[config.mk]
export PLATFORM = sky130hd
export DESIGN_NAME = text_buffer_ctrl
export DESIGN_NICKNAME = d
export VERILOG_FILES = /design/src/rtl/text_buffer_ctrl.sv
export SDC_FILE = /design/constraint.sdc
export NUM_CORES = 1
export LEC_CHECK = 0
export CORE_MARGIN = 8
export CORE_UTILIZATION = 65
export CTS_CLUSTER_SIZE = 25
export DETAILED_ROUTE_END_ITERATION = 10
export DONT_BUFFER_PORTS = 1
export PLACE_DENSITY = 0.79
export SETUP_SLACK_MARGIN = 0.3
export SLEW_MARGIN = 0
export SYNTH_ARGS = -nofsm -noshare
export SYNTH_HDL_FRONTEND = slang
export SYNTH_SLANG_ARGS = --single-unit
[constraint.sdc]
create_clock -name clk_VGA -period 10.75 [get_ports clk_VGA]
set_input_delay 2.15 -clock clk_VGA [delete_from_list [all_inputs] [get_ports clk_VGA]]
set_output_delay 2.15 -clock clk_VGA [all_outputs]
set_load 0.1 [all_outputs]
[src/rtl/text_buffer_ctrl.sv]
// Keyboard-to-character-RAM controller: queues keystrokes, moves the cursor, writes the RAM
// and sweeps it clear. VGA character fetches always take the single RAM port first.
module text_buffer_ctrl #(
  parameter int COLS       = 40,
  parameter int ROWS       = 30,
  parameter int FIFO_DEPTH = 4
) (
  input  logic        clk_VGA,
  input  logic        reset,
  input  logic        key_valid,
  input  logic [7:0]  key_ascii,
  output logic        key_ready,
  input  logic        fetch_req,
  input  logic [10:0] fetch_addr,
  output logic        fetch_valid,
  output logic [7:0]  fetch_data,
  output logic [10:0] mem_addr,
  output logic        mem_we,
  output logic [7:0]  mem_wdata,
  input  logic [7:0]  mem_rdata,
  output logic [5:0]  cursor_col,
  output logic [4:0]  cursor_row,
  output logic        busy,
  output logic        overflow
);

  localparam int PW = (FIFO_DEPTH > 1) ? $clog2(FIFO_DEPTH) : 1;
  localparam int CW = PW + 1;
  localparam logic [5:0]    LAST_COL  = 6'(COLS - 1);
  localparam logic [4:0]    LAST_ROW  = 5'(ROWS - 1);
  localparam logic [10:0]   COLS_W    = 11'(COLS);
  localparam logic [10:0]   LAST_ADDR = 11'(COLS * ROWS - 1);
  localparam logic [CW-1:0] FULL_CNT  = CW'(FIFO_DEPTH);

  typedef enum logic [1:0] {IDLE, WRITE, CLEAR} state_t;

  state_t        r_state, w_next;
  logic          r_kv;
  logic [7:0]    r_ka;
  logic [7:0]    r_fifo [FIFO_DEPTH];
  logic [PW-1:0] r_wp, r_rp;
  logic [CW-1:0] r_count;
  logic          r_overflow;
  logic [5:0]    r_col;
  logic [4:0]    r_row;
  logic [10:0]   r_addr;
  logic [7:0]    r_data;
  logic          r_adv;
  logic [10:0]   r_clr;
  logic          r_fv;

  logic          w_full, w_empty, w_push, w_pop, w_we;
  logic [7:0]    w_head;
  logic          w_printable;
  logic [10:0]   w_row_base;

  assign w_full      = (r_count == FULL_CNT);
  assign w_empty     = (r_count == '0);
  assign w_push      = r_kv && !w_full;
  assign w_head      = r_fifo[r_rp];
  assign w_printable = (w_head >= 8'h20) && (w_head <= 8'h7E);
  assign w_row_base  = 11'(r_row) * COLS_W;

  // Decoding happens on the pop edge; only IDLE ever pops.
  always_comb begin
    w_next = r_state;
    w_pop  = 1'b0;
    w_we   = 1'b0;
    case (r_state)
      IDLE: begin
        if (!w_empty) begin
          w_pop = 1'b1;
          if (w_printable)                           w_next = WRITE;
          else if (w_head == 8'h08 && r_col != 6'd0) w_next = WRITE;
          else if (w_head == 8'h0C)                  w_next = CLEAR;
        end
      end
      WRITE: begin
        if (!fetch_req) begin
          w_we   = 1'b1;
          w_next = IDLE;
        end
      end
      CLEAR: begin
        if (!fetch_req) begin
          w_we = 1'b1;
          if (r_clr == LAST_ADDR) w_next = IDLE;
        end
      end
      default: w_next = IDLE;
    endcase
  end

  always_ff @(posedge clk_VGA or negedge reset) begin
    if (!reset) r_state <= IDLE;
    else        r_state <= w_next;
  end

  // Keystrokes pass through one input register before the FIFO.
  always_ff @(posedge clk_VGA or negedge reset) begin
    if (!reset) begin
      r_kv       <= 1'b0;
      r_ka       <= 8'h00;
      r_wp       <= '0;
      r_rp       <= '0;
      r_count    <= '0;
      r_overflow <= 1'b0;
      for (int i = 0; i < FIFO_DEPTH; i++) r_fifo[i] <= 8'h00;
    end else begin
      r_kv <= key_valid;
      r_ka <= key_ascii;
      if (w_push) begin
        r_fifo[r_wp] <= r_ka;
        r_wp         <= r_wp + 1'b1;
      end
      if (w_pop) r_rp <= r_rp + 1'b1;
      r_count <= r_count + CW'(w_push) - CW'(w_pop);
      if (r_kv && w_full) r_overflow <= 1'b1;
    end
  end

  always_ff @(posedge clk_VGA or negedge reset) begin
    if (!reset) begin
      r_col  <= 6'd0;
      r_row  <= 5'd0;
      r_addr <= 11'd0;
      r_data <= 8'h00;
      r_adv  <= 1'b0;
      r_clr  <= 11'd0;
      r_fv   <= 1'b0;
    end else begin
      r_fv <= fetch_req;
      case (r_state)
        IDLE: begin
          if (w_pop) begin
            if (w_printable) begin
              r_addr <= w_row_base + 11'(r_col);
              r_data <= w_head;
              r_adv  <= 1'b1;
            end else if (w_head == 8'h0D) begin
              r_col <= 6'd0;
              r_row <= (r_row == LAST_ROW) ? 5'd0 : r_row + 5'd1;
            end else if (w_head == 8'h08 && r_col != 6'd0) begin
              r_col  <= r_col - 6'd1;
              r_addr <= w_row_base + 11'(r_col - 6'd1);
              r_data <= 8'h20;
              r_adv  <= 1'b0;
            end else if (w_head == 8'h0C) begin
              r_clr <= 11'd0;
            end
          end
        end
        WRITE: begin
          if (!fetch_req && r_adv) begin
            if (r_col == LAST_COL) begin
              r_col <= 6'd0;
              r_row <= (r_row == LAST_ROW) ? 5'd0 : r_row + 5'd1;
            end else begin
              r_col <= r_col + 6'd1;
            end
          end
        end
        CLEAR: begin
          if (!fetch_req) begin
            r_clr <= r_clr + 11'd1;
            if (r_clr == LAST_ADDR) begin
              r_col <= 6'd0;
              r_row <= 5'd0;
            end
          end
        end
        default: ;
      endcase
    end
  end

  assign key_ready   = !w_full;
  assign overflow    = r_overflow;
  assign busy        = (r_state == CLEAR);
  assign cursor_col  = r_col;
  assign cursor_row  = r_row;
  assign mem_we      = w_we;
  assign mem_addr    = fetch_req ? fetch_addr : ((r_state == CLEAR) ? r_clr : r_addr);
  assign mem_wdata   = (r_state == CLEAR) ? 8'h20 : r_data;
  assign fetch_valid = r_fv;
  assign fetch_data  = r_fv ? mem_rdata : 8'h00;

endmodule
==> results of run 1 <==
sequential cells by signal, indices dropped and copies added, names as in the netlist, 3 cells and up:
name / cells
cursor_col: 6
cursor_row: 5
r_addr: 11
r_clr: 11
r_count: 3
r_data: 8
r_fifo: 32
r_ka: 8
cell usage in the layout, fill, tap and decap left out, drive strengths merged, types with 3 or more instances in the layout:
cell type,instances
a31oi,10
ha,29
a21boi,3
a21oi,22
mux2i,11
nand4,3
or2,4
inv,38
nor2b,16
and3,7
buf,6
mux4,8
xnor2,12
or3,4
nor3,7
nor4,4
fa,3
mux2,34
o21ai,38
o21a,4
dfrtp,94
clkbuf,9
nor2,16
nand2,45
xor2,3
nand2b,3
a22o,8
a311oi,7
and2,14
o31ai,7
nand3,17
a21o,3
final cells by class:
cell class	count	share of cell area
repair buffers	6	0.00776
flip-flops and latches	94	0.405
well taps	105	0.0226
clock inverters	7	0.0153
clock buffers	9	0.0213
inverters	34	0.0220
multi-input cells	374	0.506
cells by family (layout without fill, tap and decap cells):
| logic type | count (synthesis) | after routing | synth area share |
|---|---|---|---|
| flip-flops | 94 | 94 | 0.431 |
| adder cells (fa/ha/maj) | 32 | 32 | 0.0774 |
| multiplexers | 53 | 53 | 0.123 |
| AND/OR/NAND/NOR | 148 | 148 | 0.146 |
| buffers and inverters | 61 | 56 | 0.0437 |
| XOR/XNOR | 15 | 15 | 0.0240 |
| AO/OA/AOI/OAI | 126 | 126 | 0.155 |
Yosys cell counts, drive strengths merged (3+ instances only):
cell type,instances
dfrtp,94
nand2,45
o21ai,38
inv,34
mux2,34
ha,29
a21oi,22
clkbuf,22
nand3,17
nor2,16
nor2b,16
and2,14
xnor2,12
mux2i,11
a31oi,10
a22o,8
mux4,8
a311oi,7
and3,7
nor3,7
o31ai,7
buf,5
nor4,4
o21a,4
or2,4
or3,4
a21boi,3
a21o,3
fa,3
nand2b,3
nand4,3
xor2,3
final timing paths:
kind                                  to  slack, ns  cells after the start
hold / removal                 r_data[7]       0.49                      1
min in group asynchronous     r_fifo[28]       1.47                      0
max in group asynchronous  cursor_col[3]       9.16                      0
setup / recovery             mem_addr[8]       5.58                      1
setup reg to reg              r_addr[10]       6.24                     10
hold reg to reg                r_data[7]       0.49                      1
layer usage:
| layer | vias up | global-route usage | part of all wire |
|---|---|---|---|
| met3 | 13 | 0.0599 | 0.074 |
| li1 | 1900 | - | - |
| met4 | 0 | 0.0624 | 0.014 |
| met5 | - | 0 | 0 |
| met2 | 131 | 0.336 | 0.48 |
| met1 | 1983 | 0.288 | 0.43 |
per-stage QoR:
step	util	cells	cell area [um^2]	hold WS, ns	setup slack (ns)
after floorplan	-	529	5460	0.442	3.96
after global placement	0.684	613	5590	0.464	5.60
after detailed placement	0.684	613	5590	0.465	5.59
after CTS	0.710	629	5810	0.487	5.59
after global routing	0.710	629	5810	0.501	5.58
final	0.710	629	5810	0.489	5.58
==> results by group, run 1 <==
Run status
  – Status: completed

Placed design
  – Detail Placement HPWL: 8680 um
  – GPL Wtd Cong: a little under 0.9
  – IO buf count: 0

Timing
  – Fin crit share: 0.481
  – Final TNS setup: 0 ns
  – Fmax: just under 200 MHz
  – Final setup vio count: 0
  – Slew Limit Fails: 0
  – Unrepaired setup endpoints after global routing: false
  – Worst slew pin tran: roughly 1.1 ns
  – Final hold vios: 0
  – Tmin final: 5.17 ns
  – Slew headroom: 0.253
  – Clock Skews: roughly 0.0098 ns

Logic synthesis
  – Post-synthesis cell area: around 0.0055 mm^2
  – Post-synth top area share: 0.431
  – Yosys top cell by area: dfrtp_1
  – Synth top area cells: dfrtp_1, ha_1, mux2_2, mux4_2, nand2_1
  – Synthesized Nets: 592
  – Synth Warn #: 0
  – FF+latch count, synth: 94
  – Ys async rst share: 1.00
  – Mapped Cells: between 500 and 600
  – Syn_area_per_cell: 10.3 um^2
  – Most used DFF post-synth: dfrtp_1
  – Post-synth EDFFs: 0
  – Sequential area share after synthesis: 0.431
  – Yosys cell types: 64

Worst setup path
  – Crit-path leading delay family: compound AO/OA/AOI/OAI gates
  – CP endpoint kind: output pin
  – Crit-path max cell delay: 0.85 ns
  – Critical path cell sequence: o21ai_2
  – CP Max Fanout: 35
  – Critical path class: input pin to output pin
  – CP arrival: 3.02 ns
  – Buf/Inv on CP: 0
  – Crit start category: input pin
  – CP max-delay cell: o21ai_2
  – Crit path launch: fetch_req
  – Reg2reg start: r_rp[0]
  – WP data required: 8.60 ns

Min path
  – Tightest Hold Check Type: flop to flop
  – Worst Hold Launch: r_data[7]

CTS
  – CTS clk-pin slew, worst paths: around 0.10 ns
  – H-tree depth: 3
  – CTS Hold Bufs: 0
  – Post_cts resized: 0
  – CTS Root Cell: clkbuf_8
  – Worst-Skew Late Latency: 0.36 ns
  – Max clock buf depth: 2
  – Postcts setup bufs: 0
  – CTS tree: yes
  – Sink Count: 94
  – CTS buffer count: 9

Final layout
  – Sequential cell area: roughly 0.0024 mm^2
  – Share of cells above drive strength 1: 0.176
  – Multi-input logic area: just under 0.003 mm^2
  – Area Growth Syn to Fin: 6.25%
  – Final #Nets: between 500 and 600
  – ANT cells: 0
  – Fill cells: 606

Route
  – Antenna Nets Post-Route: 0
  – Drt pass-1 iters: 4
  – Routed WL: between 10000 and 15000 um
  – Via-per-instance ratio: 6.40
  – Vias: 4027
  – WL/cell: 18.9 um
  – DRT iter0 DRCs: 224
  – Drt drc: 0

Global route
  – Total GRT Usage: 0.216
  – First-pass GRT wire length: 20200 um
  – GR Overflow Total: 0
  – Largest net degree at the start of global routing: 95
  – Antenna violations before repair: 0
  – Vias in the first global route: between 4000 and 5000

Floorplanning
  – Core area: 0.00818 mm^2
  – Die ar.: 0.0116 mm^2
  – Row count: 33
  – Starting Density: 0.668
  – # IOs: 74
  – Die H: 108 um
  – Die W: 108 um

Flow run
  – Max Cap Viol: 0
Power of run 1 is not shown: default switching activity piles up to over one toggle a cycle in this logic, so the estimate is an artifact.
==> run 2, diff against run 1 <==
CORE_UTILIZATION = 58   (was 65)
PLACE_DENSITY = 0.74   (was 0.79)
clock period = 4.3 ns   (was 10.75 ns; I/O delays follow)
==> run 2 against run 1 <==
Global-route usage is 1.6 points lower. Design area grew 4.5%. Routed wire length rose by 3.9%. Core utilization down 5.1 points. First-iteration DRC count is 28% higher. Clock-buffer cell count is the same. Register-to-register slack got worse by 5.6 ns. Non-clock buffer count up 32. Flip-flop and latch count stayed put. Clock skew up 0.0039 ns. Critical path type is now flop to flop.
==> results by group, run 2 (synthesis results as in run 1) <==
Run status
  – Status: completed

Global route
  – Vias in the first global route: 4207 (+4.7%)
  – GR Overflow Total: 0 (unchanged)
  – Largest net degree at the start of global routing: 95 (unchanged)
  – Total GRT Usage: 0.200 (-0.0158)
  – Antenna violations before repair: 0 (unchanged)
  – First-pass GRT wire length: 21000 um (+3.7%)

CTS
  – CTS Hold Bufs: 0 (unchanged)
  – Postcts setup bufs: 0 (unchanged)
  – CTS buffer count: 9 (unchanged)
  – Max clock buf depth: 2 (unchanged)
  – CTS tree: yes
  – Sink Count: 94 (unchanged)
  – H-tree depth: 3 (unchanged)
  – CTS Root Cell: clkbuf_8
  – CTS clk-pin slew, worst paths: 0.11 ns (about the same)
  – Worst-Skew Late Latency: 0.37 ns (about the same)

Final layout
  – Finished Cell Area: 0.00606 mm^2 (+4.5%)
  – Commonest non-fill, non-tap cells in the layout: dfrtp_1, nand2_1, buf_4, inv_1, mux2_2
  – Sequential cell area: 0.00235 mm^2 (about the same)
  – Fill cells: 708 (+17%)
  – Largest register FFs: 32 (unchanged)
  – Share of cells above drive strength 1: 0.228 (+0.0528)
  – ANT cells: 0 (unchanged)
  – Area Growth Syn to Fin: 11.0%
  – Biggest regs: r_fifo: 32 flops, r_addr: 11 flops, r_clr: 11 flops
  – Finished Layout Cells: 667 (+6.0%)
  – Multi-input logic area: 0.00295 mm^2 (+0.43%)
  – Final #Nets: 614 (+5.5%)
  – Register bank with the most flops: r_fifo
  – Most common cell after layout, fill and taps aside: dfrtp_1

Timing
  – Fin crit share: 0.862
  – Final setup vio count: 0 (unchanged)
  – Worst slew pin tran: 1.06 ns (-0.0595 ns)
  – Unrepaired setup endpoints after global routing: false
  – Final TNS setup: 0 ns (unchanged)
  – Slew Limit Fails: 0 (unchanged)
  – Tmin final: 3.71 ns
  – Slew headroom: 0.283 (+0.0304)
  – Fmax: 270 MHz
  – Clock Skews: 0.0137 ns (+0.00392 ns)
  – Final hold vios: 0 (unchanged)

Placed design
  – IO buf count: 0 (unchanged)
  – Placed cell count: 651 (+6.2%)
  – Detail Placement HPWL: 9060 um (+4.3%)
  – GPL Wtd Cong: 0.882 (-0.51%)
  – Area after DPL: 0.00584 mm^2 (+4.4%)

Worst setup path
  – WP data required: 4.52 ns (-4.08 ns)
  – CP Max Fanout: 10 (-71%)
  – CP arrival: 3.93 ns (+0.91 ns)
  – Crit start category: flop
  – CP endpoint kind: flop
  – Critical path class: flop to flop

Route
  – Via-per-instance ratio: 6.20 (-3.2%)
  – Drt drc: 0 (unchanged)
  – Routed WL: 12400 um (+3.9%)
  – Drt pass-1 iters: 5 (+1)
  – Vias: 4135 (+2.7%)
  – WL/cell: 18.5 um (-2.0%)
  – Antenna Nets Post-Route: 0 (unchanged)
  – DRT iter0 DRCs: 287 (+28%)

Floorplanning
  – Die H: 113 um (+5.0%)
  – Die ar.: 0.0128 mm^2 (+10%)
  – Die W: 113 um (+5.0%)
  – Core area: 0.00920 mm^2 (+12%)
  – # IOs: 74 (unchanged)
  – Row count: 35 (+6.1%)
  – Starting Density: 0.594 (-0.0742)

Min path
  – Tightest Hold Check Type: input pin to async pin

Flow run
  – Max Cap Viol: 0 (unchanged)
## run 2: cell types whose count changed in the layout (fill, tap and decap cells not counted), sizes merged
cell,delta
buf,+32
clkinv,+2
clkinvlp,-1
bufinv,-1
## run 2: per-layer routing
metal | GRT usage | vias up | share of wire
met5 | 0 | - | 0
met4 | 0.0631 | 0 | 0.016
met3 | 0.0383 | 23 | 0.064
met2 | 0.324 | 144 | 0.47
met1 | 0.266 | 1997 | 0.45
li1 | - | 1971 | -
## run 2: layout make-up
cell class              count  area share
repair buffers             38      0.0470
multi-input cells         374       0.486
inverters                  34      0.0210
flip-flops and latches     94       0.388
clock buffers               9      0.0204
clock inverters             7      0.0142
well taps                 111      0.0229
## run 2: worst paths after layout
check	from	endpoint	slack, ns	depth (start not counted)
hold / removal	reset	overflow	0.17	0
setup reg to reg	r_rp[0]	r_addr[9]	0.59	14
hold reg to reg	r_adv	r_adv	0.49	1
max in group asynchronous	reset	r_rp[0]	3.98	0
setup / recovery	r_rp[0]	r_addr[9]	0.59	14
min in group clk_VGA	r_adv	r_adv	0.49	1
## run 2: timing repair
action / CTS / global route
endpoints found under the setup margin: 1 / 1
pin swaps: 0 / 0
endpoints found under the hold margin: 0 / 0
resized for setup: 2 / 2
## run 2: worst max-delay path, stage by stage (launching register included)
cell	delay, ns
dfrtp_2	0.56
mux4_2	0.62
and4_1	0.25
a311o_1	0.37
nand2_1	0.09
xnor2_1	0.11
ha_1	0.19
inv_1	0.06
fa_1	0.40
nor2b_1	0.12
o21ai_0	0.10
a21boi_0	0.26
o21ai_0	0.14
a21boi_0	0.20
o31ai_1	0.09
## run 2: stage by stage
stage | util | setup slack (ns) | hold slack (ns)
finish | 0.659 | 0.595 | 0.167
global route | 0.659 | 0.323 | 0.154
CTS | 0.659 | 0.357 | 0.163
detailed placement | 0.635 | 0.0533 | 0.464
global placement | 0.635 | 0.373 | 0.455
floorplan | - | 0.339 | 0.442
Power of run 2 is left out for the same reason.
